[src/rtl/pc_sequencer.sv]
// Program-counter sequencer: IDLE/RUN/HALTED control, PC update and retired-instruction counting.
// Define PC_BRANCH_COUNT_EN to add the saturating taken-branch counter and its branch_count port.
module pc_sequencer #(
  parameter int unsigned D     = 12,
  parameter int unsigned CNT_W = 16
) (
  input  logic             clk,
  input  logic             reset,
  input  logic             start,
  input  logic             stall,
  input  logic             halt_instr,
  input  logic             branch_en,
  input  logic [D-1:0]     target,
  output logic [D-1:0]     prog_ctr,
  output logic             running,
  output logic             done,
  output logic [CNT_W-1:0] instr_count
`ifdef PC_BRANCH_COUNT_EN
  ,
  output logic [CNT_W-1:0] branch_count
`endif
);

  typedef enum logic [1:0] {
    ST_IDLE   = 2'd0,
    ST_RUN    = 2'd1,
    ST_HALTED = 2'd2
  } state_e;

  state_e           state_q, state_d;
  logic [D-1:0]     pc_q, pc_d;
  logic [CNT_W-1:0] icnt_q, icnt_d;
  logic             running_q, running_d;
  logic             done_q, done_d;
`ifdef PC_BRANCH_COUNT_EN
  logic [CNT_W-1:0] bcnt_q, bcnt_d;
`endif

  function automatic logic [CNT_W-1:0] sat_inc(input logic [CNT_W-1:0] v);
    return (v == {CNT_W{1'b1}}) ? v : v + CNT_W'(1);
  endfunction

  // Next-state, PC and counter update; stall outranks halt, halt outranks branch.
  always_comb begin
    state_d = state_q;
    pc_d    = pc_q;
    icnt_d  = icnt_q;
`ifdef PC_BRANCH_COUNT_EN
    bcnt_d  = bcnt_q;
`endif
    case (state_q)
      ST_IDLE: begin
        pc_d = '0;
        if (start) state_d = ST_RUN;
      end
      ST_RUN: begin
        if (!stall) begin
          icnt_d = sat_inc(icnt_q);
          if (halt_instr) begin
            state_d = ST_HALTED;
          end else if (branch_en) begin
            pc_d = pc_q + target;
`ifdef PC_BRANCH_COUNT_EN
            bcnt_d = sat_inc(bcnt_q);
`endif
          end else begin
            pc_d = pc_q + D'(1);
          end
        end
      end
      ST_HALTED: begin
        if (start) begin
          state_d = ST_RUN;
          pc_d    = '0;
          icnt_d  = '0;
`ifdef PC_BRANCH_COUNT_EN
          bcnt_d  = '0;
`endif
        end
      end
      default: begin
        state_d = ST_IDLE;
        pc_d    = '0;
      end
    endcase
    running_d = (state_d == ST_RUN);
    done_d    = (state_d == ST_HALTED);
  end

  always_ff @(posedge clk or posedge reset) begin
    if (reset) begin
      state_q   <= ST_IDLE;
      pc_q      <= '0;
      icnt_q    <= '0;
      running_q <= 1'b0;
      done_q    <= 1'b0;
`ifdef PC_BRANCH_COUNT_EN
      bcnt_q    <= '0;
`endif
    end else begin
      state_q   <= state_d;
      pc_q      <= pc_d;
      icnt_q    <= icnt_d;
      running_q <= running_d;
      done_q    <= done_d;
`ifdef PC_BRANCH_COUNT_EN
      bcnt_q    <= bcnt_d;
`endif
    end
  end

  assign prog_ctr    = pc_q;
  assign running     = running_q;
  assign done        = done_q;
  assign instr_count = icnt_q;
`ifdef PC_BRANCH_COUNT_EN
  assign branch_count = bcnt_q;
`endif

endmodule

[config.mk]
export PLATFORM = sky130hd
export DESIGN_NAME = pc_sequencer
export DESIGN_NICKNAME = d
export VERILOG_FILES = /design/src/rtl/pc_sequencer.sv
export SDC_FILE = /design/constraint.sdc
export NUM_CORES = 1
export LEC_CHECK = 0
export CAP_MARGIN = 20
export CORE_UTILIZATION = 53
export DETAILED_ROUTE_END_ITERATION = 8
export PLACE_DENSITY = 0.93
export SYNTH_ARGS = -nofsm -noshare
export SYNTH_HDL_FRONTEND = slang
export SYNTH_SLANG_ARGS = --single-unit
[constraint.sdc]
create_clock -name clk -period 5.22 [get_ports clk]
set_clock_uncertainty 0.2 [all_clocks]
set_input_delay 1.305 -clock clk [delete_from_list [all_inputs] [get_ports clk]]
set_output_delay 1.305 -clock clk [all_outputs]
set_load 0.05 [all_outputs]
Word level (Yosys, flattened, before mapping)
Index checks and enable logic that the tools add are counted.
Widths: inputs -> output; s select.

operators by class
  add/sub/neg operators = 3
  $mul = 0
  div/mod/pow operators = 0
  order comparisons = 0
  equality and inequality tests = 9
  shift-type cells = 0
  multiplexer cells = 13
  bitwise operators = 0
  reduce and logical (&&, ||, !) cells = 5

operator list
  cell                   count
  $mux 12                4
  $mux 16                3
  $pmux 16 s2            1
  $pmux 12 s2            1
  $add 16x1->16 const B  1
  $eq 16x16->1 const B   1
  $add 12x1->12 const B  1
  $add 12x12->12         1
  $ne 2x2->1 const B     4
  $mux 2                 3
  $eq 2x1->1 const B     2
  $eq 2x2->1 const B     2
  $pmux 2 s2             1
  $reduce_and 4->1       1
  $reduce_and 3->1       1
  $logic_not 2->1        1
  $reduce_bool 2->1      1
  $reduce_or 2->1        1

storage, ports and cells
  bits in registers = 32
  latch bits = 0
  RAM bits = 0
  bits in read-only memories = 0
  input port bits = 18
  output and inout bits = 30
  logic and storage cells = 35
  memories kept = 0

Longest topological paths before layout
Gate-level depths: netlist of the first run.

  word-level depth = 5
  gate-level depth with buffers = 9
  mapped depth without buffers = 9

Worst setup path before layout of the first run
OpenSTA, ideal clock, no wires.

  path kind = input port to flip-flop
  from = in target[0]
  to = reg pc_q[10], in the netlist prog_ctr[10]
  library setup time = 0.121 ns
  data arrival time = 3.179 ns
  required time = 4.899 ns
  path slack = 1.720 ns
  cell stages on the path = 9
  buffers on the path = 0
  cells stage by stage = nand2b_1 > ha_1 > fa_1 > a21oi_2 > o211ai_2 > a2111o_1 > a31oi_2 > xnor2_1 > a22o_1

between the ends
  word-level cells in the longest chain between the ends = 5

ends and longest elaborated chain
  item                  line  text
  from (decl)           13    input logic [D-1:0] target,
  $add 12x12->12        62    pc_d = pc_q + target;
  $mux 12               61    end else if (branch_en) begin
  $mux 12               59    if (halt_instr) begin
  $mux 12               57    if (!stall) begin
  $pmux 12 s2           51    case (state_q)
  to (signal assigned)  102   pc_q <= pc_d;
  to (decl)             31    logic [D-1:0] pc_q, pc_d;

Every way passes these cells. The select of a mux whose other input is x is not followed.
A chain may end at the register's enable or synchronous reset.

Worst setup path in the final report of the first run
  from = in branch_en
  to = reg pc_q[10], in the netlist prog_ctr[10]

between the ends
  word-level cells in the longest chain between the ends = 4

ends and longest elaborated chain
  item         line  text
  from (decl)  12    input logic branch_en,
  $mux 12      61
  $mux 12      59
  $mux 12      57
  $pmux 12 s2  51

Every way passes these cells. The select of a mux whose other input is x is not followed.

==> results of run 1 <==
==> state kept, by name (all words and copies together) (netlist names) <==
signal	count
done	1
instr_count	16
state_q	2
prog_ctr	12
running	1
==> routing by layer <==
layer | routed length, um | GRT usage
met1 | 1880 | 0.284
met2 | 2220 | 0.440
met3 | 180 | 0.0525
met4 | 80 | 0.0994
met5 | 0 | 0
==> how the worst max path moves through the flow <==
stage | start | end | slack, ns | cells after the start
2_1_floorplan | target[0] | prog_ctr[10]$_DFFE_PP0P_ | 1.72 | 9
3_3_place_gp | branch_en | prog_ctr[10]$_DFFE_PP0P_ | 1.05 | 10
3_5_place_dp | branch_en | prog_ctr[10]$_DFFE_PP0P_ | 0.93 | 10
4_1_cts | branch_en | prog_ctr[10]$_DFFE_PP0P_ | 1.23 | 10
5_1_grt | branch_en | prog_ctr[10]$_DFFE_PP0P_ | 1.10 | 10
6_report | branch_en | prog_ctr[10]$_DFFE_PP0P_ | 1.23 | 10
==> per-stage QoR <==
stage	cells	util	hold WS (ns)	worst slack, ns
floorplan	206	-	0.270	1.72
global placement	297	0.725	0.287	1.05
detailed placement	297	0.725	0.301	0.929
CTS	305	0.751	0.309	1.23
global route	305	0.751	0.332	1.10
finish	305	0.751	0.305	1.23
==> cells by family (layout without fill, tap and decap cells) <==
| logic type | count (synthesis) | in the layout | share of synthesized area |
|---|---|---|---|
| AND/OR/NAND/NOR | 77 | 77 | 0.198 |
| AO/OA/AOI/OAI | 53 | 53 | 0.201 |
| flip-flops | 32 | 32 | 0.403 |
| XOR/XNOR | 21 | 21 | 0.0926 |
| adder cells (fa/ha/maj) | 13 | 13 | 0.0857 |
| buffers and inverters | 10 | 63 | 0.0195 |
==> layout by cell type, fill, tap and decap left out, types with 2 or more instances in the layout <==
master            n
clkdlybuf4s50_1  47
dfrtp_1          32
nor2_1           24
nand2_1          15
xor2_1           14
ha_1             12
a22o_1           11
and2_1           11
o21ai_0           8
xnor2_1           7
a21oi_1           6
clkbuf_8          6
inv_1             5
and3_1            5
nand2b_1          4
a21o_1            4
nand4_1           4
o22ai_1           3
nor3_1            3
nand3_1           3
buf_4             3
a211oi_1          2
o21a_1            2
or2_2             2
o211ai_1          2
or3_1             2
o32ai_1           2
o2111ai_1         2
clkbuf_1          2
==> cell type report <==
type,instances,share of cell area
Inverter,5,0.00720
Sequential cell,32,0.307
Multi-Input combinational cell,164,0.440
Clock buffer,8,0.0346
Tap cell,46,0.0221
Timing Repair Buffer,50,0.189
==> power by group <==
part	switching, uW	leakage (uW)	internal (uW)
clock network	86.5	0.0000455	107
registers	42.7	0.000431	295
logic	289	0.000742	165
total	418	0.00122	567
==> flow_metrics.py, run 1 <==
metrics = {
    "finish": {
        "final_cell_area_um2": 2610,
        "area_growth_pct": 31.3,
        "seq_area_um2": 801,
        "nFillCells": 260,
        "drive_gt1_frac": 0.0656,
        "n_antenna_cell": 0,
        "layout.nets": 289,
        "multiInputGateArea_um2": 1150,
    },
    "cts": {
        "ctsHoldBuffers": 0,
        "numCtsBuffers": 5,
        "insertion_delay_ns": 0.28,
        "cts_resized": 0,
        "root_buffer": "clkbuf_8",
        "clkTransAtPathRegs_ns": 0.06,
        "cts_tree": "built",
        "cts_htree_levels": 2,
        "ctsLongestPathBuffers": 2,
        "postCtsSetupRepairBufs": 0,
        "cts.sinks": 32,
    },
    "placement": {
        "place.port_buffers": 47,
        "dpl_cell_area_um2": 2520,
        "dp_hpwl_mm": 3.32,
        "place_congestion": 0.922,
    },
    "synth": {
        "yosysWarnings": 0,
        "synth.cell_area_um2": 1990,
        "synth_commonest_cells": "32 x dfrtp_1, 24 x nor2_1, 15 x nand2_1",
        "synth_fp_nets": 237,
        "yosys_most_used_dff": "dfrtp_1",
        "synthDistinctLibCells": 43,
        "syn_area_per_cell_um2": 9.64,
        "synth.most_common_cell": "dfrtp_1",
        "yosys.area.top_type": "dfrtp_1",
        "synth_edf_count": 0,
        "async_reset_ff_frac": 1.00,
        "yosys.area.top_type_share": 0.403,
        "synthTopCellsByArea": "dfrtp_1 40%, ha_1 7.6%, xor2_1 6.2%",
        "ys_seq_area_frac": 0.403,
        "synth_seq_cells": 32,
        "syn_inst": 206,
    },
    "critical_path": {
        "timing.rr.start": "prog_ctr[0]$_DFFE_PP0P_",
        "r2r_slack_ns": 2.63,
        "crit_path_end_kind": "register",
        "r2r_end": "prog_ctr[10]$_DFFE_PP0P_",
        "crit_buf_inv": 1,
        "worstRegToRegCells": 8,
        "max_stage_delay_ns": 0.67,
        "setup.worst_path.start_class": "input pin",
        "cp_cell_sequence": "clkdlybuf4s50_1 -> nand2b_1 -> ha_1 -> fa_1 -> a21oi_2 -> o211ai_2 -> a2111o_1 -> a31oi_2 -> xnor2_1 -> a22o_1",
        "cpMaxStageDelayCell": "clkdlybuf4s50_1",
        "path_max_fanout": 12,
        "crit_arrival_ns": 3.96,
        "crit_family": "compound AO/OA/AOI/OAI gates",
        "criticalPathCategory": "in -> reg",
        "required_ns": 5.19,
    },
    "global_route": {
        "grt_pass1_wl_mm": 7.66,
        "grt_usage": 0.246,
        "grt_pass1_vias": 1790,
        "grt_antenna_before_repair": 0,
        "grt_overflow": 0,
        "grt_max_degree": 33,
    },
    "outcome": {
        "status": "finished clean",
    },
    "pwr": {
        "vdd_drop_max_mv": 0.176,
        "leakage_uw": 0.00122,
        "p_per_area_nw_per_um2": 378,
        "fin_total_pwr_uw": 985,
    },
    "drt": {
        "antenna_left": 0,
        "routed_wl_mm": 4.36,
        "wl_per_cell_um": 14.3,
        "routed_via_density": 5.69,
        "vias": 1735,
        "drt_iter0_markers": 57,
        "dr.pass1.iters": 4,
        "drc": 0,
    },
    "floorplanning": {
        "initial_utilization": 0.573,
        "fp-row-count": 21,
        "die_h_um": 63.2,
        "coreArea_um2": 3470,
        "io_pins": 48,
        "die-area_um2": 4000,
        "dieWidth_um": 63.2,
    },
    "hold_path": {
        "holdPathStages": 1,
        "worstHoldEndpoint": "state_q[0]$_DFF_PP0_",
        "hold_path.class": "reg -> reg",
        "hp-start": "state_q[0]$_DFF_PP0_",
    },
    "timing": {
        "slew_violations": 0,
        "setup_viol": 0,
        "hold_viol_final": 0,
        "grt_setup_unrepaired": "false",
        "max_freq_mhz": 250,
        "fin_crit_sh": 0.765,
        "fin_crit_ns": 3.99,
        "relSlewSlack": 0.333,
        "worst_slew_pin_slew_ns": 1.00,
        "tns_ns": 0,
    },
    "run": {
        "drv_cap": 0,
    },
}
Note: power is estimated with default switching activity, not from simulation.
==> inputs of run 2 (changes only) <==
--- a/config.mk
+++ b/config.mk
@@ -6,9 +6,9 @@
 export NUM_CORES = 1
 export LEC_CHECK = 0
 export CAP_MARGIN = 20
-export CORE_UTILIZATION = 53
+export CORE_UTILIZATION = 50
 export DETAILED_ROUTE_END_ITERATION = 8
-export PLACE_DENSITY = 0.93
+export PLACE_DENSITY = 0.89
 export SYNTH_ARGS = -nofsm -noshare
 export SYNTH_HDL_FRONTEND = slang
 export SYNTH_SLANG_ARGS = --single-unit
==> constraint.sdc (replaced) <==
create_clock -name clk -period 3.9 [get_ports clk]
set_clock_uncertainty 0.2 [all_clocks]
set_input_delay 0.975 -clock clk [delete_from_list [all_inputs] [get_ports clk]]
set_output_delay 0.975 -clock clk [all_outputs]
set_load 0.05 [all_outputs]
==> run 2 against run 1 <==
Net effect: worst hold slack improved by 0.021 ns; worst setup slack worse by 0.86 ns; cell count rose by 1.3%; highest routed layer unchanged; largest power group unchanged; non-clock buffer count up 2; critical path type unchanged.
==> flow_metrics.py, run 2 (synthesis results as in run 1) <==
metrics = {
    "timing": {
        "hold_viol_final": 0,
        "slew_violations": 0,
        "fin_crit_sh": 0.906,
        "max_freq_mhz": 283,
        "worst_slew_pin_slew_ns": 0.554,
        "relSlewSlack": 0.628,
        "finalHoldWorstSlack_ns": 0.326,
        "fin_ws_ns": 0.367,
        "grt_setup_unrepaired": "false",
        "fin_crit_ns": 3.53,
        "setup_viol": 0,
        "tns_ns": 0,
    },
    "global_route": {
        "grt_usage": 0.226,
        "grt_antenna_before_repair": 0,
        "grt_overflow": 0,
        "grt_max_degree": 33,
        "grt_pass1_vias": 1694,
        "grt_pass1_wl_mm": 7.37,
    },
    "critical_path": {
        "criticalPathCategory": "in -> reg",
        "crit_arrival_ns": 3.51,
        "crit_path_end_kind": "register",
        "setup.worst_path.start_class": "input pin",
        "required_ns": 3.87,
        "path_max_fanout": 6,
    },
    "drt": {
        "antenna_left": 0,
        "vias": 1720,
        "drt_iter0_markers": 147,
        "dr.pass1.iters": 4,
        "routed_via_density": 5.57,
        "wl_per_cell_um": 13.9,
        "routed_wl_mm": 4.28,
        "drc": 0,
    },
    "floorplanning": {
        "die-area_um2": 4230,
        "dieWidth_um": 65.0,
        "fp-row-count": 22,
        "initial_utilization": 0.530,
        "die_h_um": 65.0,
        "io_pins": 48,
        "coreArea_um2": 3740,
    },
    "finish": {
        "n_antenna_cell": 0,
        "instances_no_fill": 309,
        "layout_commonest_cell": "clkdlybuf4s50_1",
        "drive_gt1_frac": 0.0805,
        "area_growth_pct": 33.2,
        "nFillCells": 305,
        "largest_reg_flops": 16,
        "layout.nets": 291,
        "final_cell_mix": "47 x clkdlybuf4s50_1, 32 x dfrtp_1, 24 x nor2_1, 15 x nand2_1, 14 x xor2_1",
    },
    "cts": {
        "cts_htree_levels": 2,
        "numCtsBuffers": 5,
        "cts_tree": "built",
        "root_buffer": "clkbuf_8",
        "cts.sinks": 32,
        "postCtsSetupRepairBufs": 0,
        "insertion_delay_ns": 0.29,
        "ctsLongestPathBuffers": 2,
        "cts_resized": 0,
        "ctsHoldBuffers": 0,
        "clkTransAtPathRegs_ns": 0.07,
    },
    "placement": {
        "place.port_buffers": 47,
        "place_congestion": 0.905,
        "place_inst": 301,
        "dp_slack_ns": 0.0553,
        "dp_hpwl_mm": 3.26,
    },
    "pwr": {
        "fin_total_pwr_uw": 1390,
        "leakage_uw": 0.00124,
        "p_per_area_nw_per_um2": 527,
        "vdd_drop_max_mv": 0.305,
    },
    "run": {
        "drv_cap": 0,
    },
    "hold_path": {
        "hold_path.class": "reg -> reg",
    },
    "outcome": {
        "status": "finished clean",
    },
}
-- run 2: worst paths after layout --
check                           cells past startpoint  slack, ns                     from                     endpoint
worst min register to register                      1       0.33     state_q[0]$_DFF_PP0_         state_q[0]$_DFF_PP0_
worst max-delay path                               10       0.37                branch_en     prog_ctr[10]$_DFFE_PP0P_
min in group asynchronous                           3       0.87                    reset  instr_count[12]$_DFFE_PP0P_
max in group asynchronous                           3       2.35                    reset   instr_count[9]$_DFFE_PP0P_
worst min-delay path                                1       0.33     state_q[0]$_DFF_PP0_         state_q[0]$_DFF_PP0_
worst max register to register                      8       1.26  prog_ctr[0]$_DFFE_PP0P_     prog_ctr[10]$_DFFE_PP0P_
-- run 2: cell type report --
class	instances	area (um2)	area share
Clock buffer	5	68.8	0.0260
Clock inverter	3	42.5	0.0161
Inverter	5	18.8	0.00710
Multi-Input combinational cell	164	1150	0.433
Sequential cell	32	801	0.303
Tap cell	48	60.1	0.0227
Timing Repair Buffer	52	508	0.192
-- run 2: per-layer routing --
metal	GRT usage	vias to the layer above	part of all wire
met5	0	-	0
met4	0.0815	0	0.0093
met3	0.0493	6	0.043
met2	0.388	52	0.50
met1	0.276	812	0.45
li1	-	850	-
-- run 2: through the flow --
stage / area (um2) / utilization
final: 2650 / 0.707
after global routing: 2650 / 0.707
after CTS: 2650 / 0.707
after detailed placement: 2530 / 0.677
after global placement: 2530 / 0.677
after floorplan: 1990 / -
-- run 2: worst max-delay path, stage by stage --
cell	delay, ns
clkdlybuf4s50_1	0.56
nand2b_1	0.08
ha_1	0.23
fa_1	0.42
a21oi_2	0.20
o211ai_2	0.12
a2111o_1	0.45
a31oi_2	0.19
xnor2_1	0.08
a22o_1	0.20
-- run 2: where the power goes --
group	leakage (uW)	switching (uW)	internal [uW]
Clock	0.0000541	132	189
Combinational	0.000751	389	228
Sequential	0.000431	62.5	395
==> inputs of run 3 (changes only) <==
==> constraint.sdc (replaced) <==
create_clock -name clk -period 3.3 [get_ports clk]
set_clock_uncertainty 0.2 [all_clocks]
set_input_delay 0.825 -clock clk [delete_from_list [all_inputs] [get_ports clk]]
set_output_delay 0.825 -clock clk [all_outputs]
set_load 0.05 [all_outputs]
==> run 3 against run 2 <==
Net effect: register-to-register slack got worse by 0.47 ns; die area did not move; design area rose by 3.0%; critical path type unchanged; critical endpoint unchanged; highest routed layer unchanged.
==> flow_metrics.py, run 3 (synthesis results as in run 1) <==
metrics = {
    "outcome": {
        "status": "finished clean",
    },
    "finish": {
        "drive_gt1_frac": 0.122,
        "n_antenna_cell": 0,
        "largest_reg_flops": 16,
        "final_cell_area_um2": 2730,
        "area_growth_pct": 37.2,
        "nFillCells": 282,
        "multiInputGateArea_um2": 1160,
        "final_cell_mix": "47 x clkdlybuf4s50_1, 32 x dfrtp_1, 24 x nor2_1, 15 x nand2_1",
        "seq_area_um2": 801,
        "layout_commonest_cell": "clkdlybuf4s50_1",
        "layout.nets": 300,
    },
    "drt": {
        "antenna_left": 0,
        "wl_per_cell_um": 14.3,
        "vias": 1757,
        "routed_via_density": 5.53,
        "drc": 0,
        "drt_iter0_markers": 135,
        "dr.pass1.iters": 4,
        "routed_wl_mm": 4.56,
    },
    "timing": {
        "relSlewSlack": 0.615,
        "fin_crit_ns": 3.20,
        "fin_crit_sh": 0.968,
        "finalHoldWorstSlack_ns": 0.309,
        "grt_setup_unrepaired": "true",
        "hold_viol_final": 0,
        "slew_violations": 0,
        "setup_viol": 0,
        "fin_ws_ns": 0.105,
        "max_freq_mhz": 313,
        "worst_slew_pin_slew_ns": 0.574,
    },
    "hold_path": {
        "hold_path.class": "reg -> reg",
    },
    "global_route": {
        "busiest_layer": "met2",
        "grt_pass1_wl_mm": 7.85,
        "grt_usage": 0.238,
        "use_met2": 0.411,
        "grt_antenna_before_repair": 0,
        "grt_util_met3": 0.0581,
        "grt_overflow": 0,
        "grt_pass1_vias": 1715,
        "grt_max_degree": 33,
        "grt.met1_usage": 0.299,
    },
    "pwr": {
        "p_per_area_nw_per_um2": 611,
        "leakage_uw": 0.00128,
        "vdd_drop_max_mv": 0.354,
    },
    "critical_path": {
        "criticalPathCategory": "in -> reg",
        "crit_path_end_kind": "register",
        "crit_arrival_ns": 3.17,
        "path_max_fanout": 5,
        "r2r_slack_ns": 0.79,
        "required_ns": 3.27,
        "setup.worst_path.start_class": "input pin",
    },
    "floorplanning": {
        "die-area_um2": 4230,
        "io_pins": 48,
        "coreArea_um2": 3740,
        "dieWidth_um": 65.0,
        "initial_utilization": 0.530,
        "fp-row-count": 22,
        "die_h_um": 65.0,
    },
    "cts": {
        "ctsHoldBuffers": 0,
        "clkTransAtPathRegs_ns": 0.07,
        "cts_resized": 0,
        "cts.sinks": 32,
        "postCtsSetupRepairBufs": 0,
        "insertion_delay_ns": 0.28,
        "cts_htree_levels": 2,
        "cts_tree": "built",
        "ctsLongestPathBuffers": 2,
        "root_buffer": "clkbuf_8",
        "numCtsBuffers": 5,
    },
    "placement": {
        "dpl_cell_area_um2": 2600,
        "dp_slack_ns": -0.256,
        "place_congestion": 0.871,
        "place.port_buffers": 47,
        "dp_hpwl_mm": 3.40,
    },
    "run": {
        "drv_cap": 0,
    },
}
run 3: cell types whose count changed in the layout (fill, tap and decap cells not counted), sizes merged:
cell  previous run  this run
buf              5        14
run 3: metal layers:
metal / part of all wire / wire length, um / vias up
met5: 0 / 0 / -
met4: 0.0046 / 21 / 0
met3: 0.058 / 265 / 2
met2: 0.50 / 2280 / 66
met1: 0.44 / 1990 / 821
li1: - / - / 868
run 3: area by class of cell:
cell class,instances,area share
inverter,5,0.00689
timing repair buffer,61,0.211
tap,48,0.0220
clock inverter,3,0.0156
clock buffer,5,0.0253
sequential,32,0.294
multi-input combinational,164,0.425
run 3: worst paths after layout:
kind                                               from                           to  cells after the start
worst max-delay path                          branch_en     prog_ctr[10]$_DFFE_PP0P_                     10
worst min-delay path               state_q[0]$_DFF_PP0_         state_q[0]$_DFF_PP0_                      1
worst max register to register  prog_ctr[0]$_DFFE_PP0P_     prog_ctr[10]$_DFFE_PP0P_                      8
max in group asynchronous                         reset   instr_count[4]$_DFFE_PP0P_                      3
worst min register to register     state_q[0]$_DFF_PP0_         state_q[0]$_DFF_PP0_                      1
min in group asynchronous                         reset  instr_count[12]$_DFFE_PP0P_                      3
run 3: worst max-delay path: stages:
cell and delay [ns]:
clkdlybuf4s50_1 0.44, buf_4 0.16, and2_1 0.16, fa_2 0.38
a21oi_2 0.19, o211ai_2 0.12, a2111o_1 0.44, a31oi_2 0.18
xnor2_1 0.08, a22o_1 0.19
run 3: through the flow:
stage,util,total power (uW),setup TNS [ns],cells
after CTS,0.725,1670,0,318
after detailed placement,0.695,1290,-0.718,310
after floorplan,-,1030,0,206
final,0.728,1660,0,318
after global routing,0.728,1760,-0.0168,318
after global placement,0.695,1270,-0.519,310
run 3: power by group:
part	switching, uW	total (uW)	internal (uW)
registers	71.1	538	467
logic	467	755	288
clock network	148	372	223
total	686	1660	978
